File: src/rtl/sm_fetch_pkg.sv
// Shared SM fetch definitions: warp/code-memory sizing, PC step and fetch FSM states.
package sm_fetch_pkg;

  localparam int unsigned DEPTH_WARP          = 2;
  localparam int unsigned CODE_MEM_DATA_WIDTH = 64;
  localparam int unsigned PC_INC              = CODE_MEM_DATA_WIDTH / 8;

  typedef enum logic [1:0] {
    FETCH_IDLE = 2'd0,
    FETCH_REQ  = 2'd1,
    FETCH_WAIT = 2'd2
  } fetch_state_e;

endpackage

File: src/rtl/sm_warp_rr_arbiter.sv
// Combinational round-robin pick: first active warp strictly after last_wid, wrapping.
module sm_warp_rr_arbiter #(
  parameter int unsigned NUM_WARP = 4,
  parameter int unsigned WID_W    = 2
) (
  input  logic [NUM_WARP-1:0] active_i,
  input  logic [WID_W-1:0]    last_wid_i,
  output logic [WID_W-1:0]    grant_wid_o,
  output logic                any_o
);

  logic [WID_W-1:0] idx;

  // Scan farthest-to-nearest so the nearest active warp is the last one written.
  always_comb begin
    grant_wid_o = '0;
    idx         = '0;
    any_o       = |active_i;
    for (int i = int'(NUM_WARP); i >= 1; i--) begin
      idx = WID_W'((int'(last_wid_i) + i) % int'(NUM_WARP));
      if (active_i[idx]) grant_wid_o = idx;
    end
  end

endmodule

File: src/rtl/sm_fetch.sv
// Per-warp instruction fetch: round-robin warp select, single outstanding code-memory read,
// stale-response discard on branch/exit/relaunch of the in-flight warp.
module sm_fetch #(
  parameter int unsigned NUM_WARP = 1 << sm_fetch_pkg::DEPTH_WARP,
  parameter int unsigned PC_WIDTH = 32,
  parameter int unsigned PC_INC   = sm_fetch_pkg::PC_INC
) (
  input  logic                                        clk,
  input  logic                                        rst_n,
  input  logic                                        warp_start_i,
  input  logic [sm_fetch_pkg::DEPTH_WARP-1:0]          warp_start_wid_i,
  input  logic [PC_WIDTH-1:0]                         warp_start_pc_i,
  input  logic                                        warp_done_i,
  input  logic [sm_fetch_pkg::DEPTH_WARP-1:0]          warp_done_wid_i,
  input  logic                                        branch_valid_i,
  input  logic [sm_fetch_pkg::DEPTH_WARP-1:0]          branch_wid_i,
  input  logic [PC_WIDTH-1:0]                         branch_pc_i,
  input  logic                                        stall_i,
  output logic                                        imem_req_valid_o,
  output logic [PC_WIDTH-1:0]                         imem_req_addr_o,
  input  logic                                        imem_req_ready_i,
  input  logic                                        imem_rsp_valid_i,
  input  logic [sm_fetch_pkg::CODE_MEM_DATA_WIDTH-1:0] imem_rsp_data_i,
  output logic                                        valid_o,
  output logic [sm_fetch_pkg::CODE_MEM_DATA_WIDTH-1:0] inst_o,
  output logic [sm_fetch_pkg::DEPTH_WARP-1:0]          wid_o,
  output logic [PC_WIDTH-1:0]                         pc_o,
  output logic [NUM_WARP-1:0]                         active_mask_o
);
  import sm_fetch_pkg::*;

  localparam int unsigned WID_W  = DEPTH_WARP;
  localparam int unsigned DATA_W = CODE_MEM_DATA_WIDTH;

  fetch_state_e         state_q, state_d;
  logic [WID_W-1:0]     sel_wid_q, sel_wid_d;
  logic [WID_W-1:0]     last_wid_q, last_wid_d;
  logic                 discard_q, discard_d;
  logic [NUM_WARP-1:0]  active_q, active_d;
  logic [PC_WIDTH-1:0]  pc_q [NUM_WARP];
  logic [PC_WIDTH-1:0]  pc_d [NUM_WARP];
  logic                 req_valid_q, req_valid_d;
  logic [PC_WIDTH-1:0]  req_addr_q, req_addr_d;
  logic                 valid_q, valid_d;
  logic [DATA_W-1:0]    inst_q, inst_d;
  logic [WID_W-1:0]     wid_q, wid_d;
  logic [PC_WIDTH-1:0]  pc_out_q, pc_out_d;

  logic [WID_W-1:0]     grant_wid;
  logic                 grant_any;

  sm_warp_rr_arbiter #(
    .NUM_WARP (NUM_WARP),
    .WID_W    (WID_W)
  ) u_arb (
    .active_i    (active_q),
    .last_wid_i  (last_wid_q),
    .grant_wid_o (grant_wid),
    .any_o       (grant_any)
  );

  // True when a control event this cycle invalidates the PC fetched for warp w.
  function automatic logic touches(input logic [WID_W-1:0] w,
                                   input logic b_v, input logic [WID_W-1:0] b_w,
                                   input logic d_v, input logic [WID_W-1:0] d_w,
                                   input logic s_v, input logic [WID_W-1:0] s_w);
    return (b_v && b_w == w) || (d_v && d_w == w) || (s_v && s_w == w);
  endfunction

  always_comb begin
    state_d    = state_q;
    sel_wid_d  = sel_wid_q;
    last_wid_d = last_wid_q;
    discard_d  = discard_q;
    active_d   = active_q;
    pc_d       = pc_q;
    req_addr_d = req_addr_q;
    valid_d    = 1'b0;
    inst_d     = inst_q;
    wid_d      = wid_q;
    pc_out_d   = pc_out_q;

    unique case (state_q)
      FETCH_IDLE: begin
        if (!stall_i && grant_any) begin
          sel_wid_d  = grant_wid;
          req_addr_d = pc_q[grant_wid];
          // discard tracks the newly selected fetch from here until its response returns
          discard_d  = touches(grant_wid, branch_valid_i, branch_wid_i,
                               warp_done_i, warp_done_wid_i, warp_start_i, warp_start_wid_i);
          state_d    = FETCH_REQ;
        end
      end
      FETCH_REQ: begin
        if (imem_req_ready_i) begin
          last_wid_d = sel_wid_q;
          state_d    = FETCH_WAIT;
        end
      end
      FETCH_WAIT: begin
        if (imem_rsp_valid_i) begin
          state_d = FETCH_IDLE;
          if (!discard_q) begin
            valid_d          = 1'b1;
            inst_d           = imem_rsp_data_i;
            wid_d            = sel_wid_q;
            pc_out_d         = pc_q[sel_wid_q];
            pc_d[sel_wid_q]  = pc_q[sel_wid_q] + PC_WIDTH'(PC_INC);
          end
        end
      end
      default: state_d = FETCH_IDLE;
    endcase

    if (state_q != FETCH_IDLE &&
        touches(sel_wid_q, branch_valid_i, branch_wid_i,
                warp_done_i, warp_done_wid_i, warp_start_i, warp_start_wid_i)) begin
      discard_d = 1'b1;
    end

    // Branch overrides the increment; launch overrides both and beats exit.
    for (int w = 0; w < int'(NUM_WARP); w++) begin
      if (branch_valid_i && branch_wid_i == WID_W'(w)) pc_d[w] = branch_pc_i;
      if (warp_done_i && warp_done_wid_i == WID_W'(w)) active_d[w] = 1'b0;
      if (warp_start_i && warp_start_wid_i == WID_W'(w)) begin
        active_d[w] = 1'b1;
        pc_d[w]     = warp_start_pc_i;
      end
    end

    req_valid_d = (state_d == FETCH_REQ);
  end

  always_ff @(posedge clk or negedge rst_n) begin
    if (!rst_n) begin
      state_q     <= FETCH_IDLE;
      sel_wid_q   <= '0;
      last_wid_q  <= '0;
      discard_q   <= 1'b0;
      active_q    <= '0;
      for (int w = 0; w < int'(NUM_WARP); w++) pc_q[w] <= '0;
      req_valid_q <= 1'b0;
      req_addr_q  <= '0;
      valid_q     <= 1'b0;
      inst_q      <= '0;
      wid_q       <= '0;
      pc_out_q    <= '0;
    end else begin
      state_q     <= state_d;
      sel_wid_q   <= sel_wid_d;
      last_wid_q  <= last_wid_d;
      discard_q   <= discard_d;
      active_q    <= active_d;
      pc_q        <= pc_d;
      req_valid_q <= req_valid_d;
      req_addr_q  <= req_addr_d;
      valid_q     <= valid_d;
      inst_q      <= inst_d;
      wid_q       <= wid_d;
      pc_out_q    <= pc_out_d;
    end
  end

  assign imem_req_valid_o = req_valid_q;
  assign imem_req_addr_o  = req_addr_q;
  assign valid_o          = valid_q;
  assign inst_o           = inst_q;
  assign wid_o            = wid_q;
  assign pc_o             = pc_out_q;
  assign active_mask_o    = active_q;

endmodule

File: config.mk
export PLATFORM = sky130hd
export DESIGN_NAME = sm_fetch
export DESIGN_NICKNAME = d
export VERILOG_FILES = /design/src/rtl/sm_fetch_pkg.sv /design/src/rtl/sm_warp_rr_arbiter.sv /design/src/rtl/sm_fetch.sv
export SDC_FILE = /design/constraint.sdc
export NUM_CORES = 1
export LEC_CHECK = 0
export ABC_CLOCK_PERIOD_IN_PS = 3100
export CORE_MARGIN = 5
export CORE_UTILIZATION = 48
export DETAILED_ROUTE_END_ITERATION = 16
export PLACE_DENSITY = 0.78
export SKIP_CTS_REPAIR_TIMING = 1
export SYNTH_ARGS = -nofsm -noshare
export SYNTH_HDL_FRONTEND = slang
export SYNTH_SLANG_ARGS = --single-unit
File: constraint.sdc
create_clock -name clk -period 3.1 [get_ports clk]
set_clock_uncertainty 0.15 [all_clocks]
set_input_delay 0.62 -clock clk [delete_from_list [all_inputs] [get_ports clk]]
set_output_delay 0.62 -clock clk [all_outputs]
set_load 0.01 [all_outputs]
==> results of run 1 <==
state kept, by name, summed over array words and instances, names as in the netlist:
signal and cells:
discard_q 1, last_wid_q 2, pc_o 32, active_mask_o 4, imem_req_valid_o 1, wid_o 2, sel_wid_q 2, imem_req_addr_o 32
pc_q 128, valid_o 1, state_q 2, inst_o 64
per-stage QoR:
| step | total power, mW | area (sq um) | instances | setup WS (ns) | TNS, ns |
|---|---|---|---|---|---|
| finish | 18.8 | 19400 | 2390 | 0.130 | 0 |
| global route | 19.8 | 19400 | 2390 | 0.00291 | 0 |
| CTS | 18.6 | 19300 | 2386 | 0.114 | 0 |
| detailed placement | 14.8 | 18300 | 2329 | -0.0367 | -0.246 |
| global placement | 14.6 | 18300 | 2329 | -0.00163 | -0.00163 |
| floorplan | 10.5 | 14400 | 1666 | 0.128 | 0 |
tightest hold or removal path, cell delays in order, from the launching register on:
cell and delay (ns):
dfrtp_1 0.34, nand2_1 0.05, nand2_1 0.05
Yosys cell counts (3+ instances only):
master and n:
nand2_1 471, and2_1 6, mux2i_1 4, mux4_2 30, a222oi_1 52, buf_2 4, inv_1 3, or2_2 3
nand4_1 5, dfrtp_1 271, a21oi_1 28, clkbuf_1 111, o211ai_1 8, xor2_1 13, a31oi_1 6, a221o_1 16
o21ai_1 11, o221a_2 3, a221oi_1 40, buf_1 10, nand2b_1 10, nand3_1 48, o22ai_1 34, mux2_2 4
xnor2_1 24, and3_1 6, nor3_1 4, nor2b_1 5, o21ai_0 246, nor2_1 152
final cells by class:
cell class              count  share of cell area
multi-input cells        1260               0.367
flip-flops and latches    271               0.350
repair buffers            406               0.203
clock buffers              45              0.0469
well taps                 390              0.0252
clock inverters            12             0.00723
inverters                   4            0.000775
diodes                      2            0.000258
routing by layer:
layer / vias to the layer above / wire length, microns / global-route usage
met3: 217 / 6980 / 0.0744
met4: 2 / 2660 / 0.160
met5: - / 13 / 0
met1: 6992 / 19400 / 0.397
li1: 6537 / - / -
met2: 1153 / 24900 / 0.496
worst max path at each step:
stage	endpoint	slack, ns	cells past startpoint
final	pc_q[123]	0.13	10
after detailed placement	pc_q[57]	-0.04	6
after floorplan	pc_q[121]	0.13	12
after global routing	pc_q[59]	0.003	10
after CTS	pc_q[24]	0.11	9
after global placement	pc_q[57]	-0.002	6
cells by family after synthesis:
group                    synth area share
AO/OA/AOI/OAI                       0.199
multiplexers                       0.0547
adder cells (fa/ha/maj)          0.000870
XOR/XNOR                           0.0225
flip-flops                          0.472
AND/OR/NAND/NOR                     0.211
buffers and inverters              0.0394
power breakdown:
group	switching [mW]	internal [mW]	leakage [nW]
sequential	0.961	4.90	3.36
combinational	4.98	4.18	4.47
clock	1.49	2.27	0.517
total	7.43	11.3	8.35
==> metrics.cfg, run 1 <==
[clocking]
clk_latency_ns=0.56
tritoncts=yes
clockRootBuffer=clkbuf_16
numCtsBuffers=31
htreeDepth=1
cts_sinks=271
path_clk_slew_ns=0.06
clockBufferDepth=3

[yosys]
yosys.area.top_type=dfrtp_1
synthFlopType=dfrtp_1
synth_seq_cells=271
syn_nets=1809
synthesis.area_sq_um=14400
yosys.cell_types.count=56
synth_edf_count=0
syn_inst=1666
yosys_warnings=0
synth_top_cells_by_area=dfrtp_1 (47%), nand2_1 (12%), o21ai_0 (8.6%)
yosysSeqAreaShare=0.472
syn_area_per_cell_sq_um=8.63
synth_top_area_frac=0.472
async_flop_share=1.00

[critical_path]
cp_common_cell=buf_4
cp_slowest_stage_delay_ns=0.56
worstPathCellList=buf_4 -> buf_12 -> mux4_2 -> and4_4 -> buf_4 -> and3_1 -> nand2_1 -> nor2_1 -> xnor2_1 -> o21ai_1
critPathRequiredTime_ns=3.36
startpoint_type=register
endpoint_kind=register
slowest_stage=mux4_2
path_buf_inv=3
r2r-end=pc_q[123]
crit_arrival_ns=3.24
ff2ff_setup_slack_ns=0.13
timing.critical_path.from=sel_wid_q[0]
path_class=register to register
path_delay_family=buffers and inverters
r2r-start=sel_wid_q[0]
r2r_cells=10
worstPathMaxFanout=20

[timing]
maxSlewViolCount=0
finalSetupViolCount=0
relSlewSlack=0.0470
timing.hold.ws_ns=0.319
period_minus_slack_ns=2.97
fmax_mhz=337
period_share=0.958
worst_pin_slew_ns=1.42
hold_viol=0
rsz0062_at_grt=false

[route]
drc=0
wirelength_mm=53.9
wl_per_cell_microns=22.5
first_iter_violations=2072
ant_nets=0
vias_per_cell=6.23
route.vias.total=14900
dr.pass1.iters=9

[pwr]
p_leak_nw=8.35
pwr_density_cell_nw_per_um2=969
ir_drop_v=0.000509

[floorplan]
dieArea_sq_um=33500
io_pins=278
core_sq_um=29600
die_h_microns=183
die_w_microns=183
initial_core_util=0.485
rows=63

[finish]
final_core_util=0.654
nFillCells=2406
drive_gt1_frac=0.124
multi_input_area_sq_um=7110
seq_area_sq_um=6780
nets=2117
synthToLayoutAreaGrowth_pct=34.8
final_common_cell=nand2_1
final_cell_mix=nand2_1 (471), clkdlybuf4s50_1 (276), dfrtp_1 (269)

[placement]
routabilityCongestion=0.973
post-dp-hpwl_mm=37.6
port_buffers=277

[flow_run]
drv_cap=0

[grt]
track_usage=0.311
grt-ovfl-total=0
grt_pass1_vias=15100
grt_pass1_wl_mm=83.6
antenna_found_initial=3
grt_start_max_net_pins=98

[worst_hold_path]
hold_path_class=register to register
hold_start=pc_o[18]
hold_end=pc_o[18]
worstHoldPathCells=2

[run_status]
status=finished, final reports clean

(Power assumes the default switching activity.)
==> run 2, diff against run 1 <==
Settings changed: CAP_MARGIN set to 5.
==> results of run 2 <==
No change in the layout: final DEF, timing and power equal those of run 1.
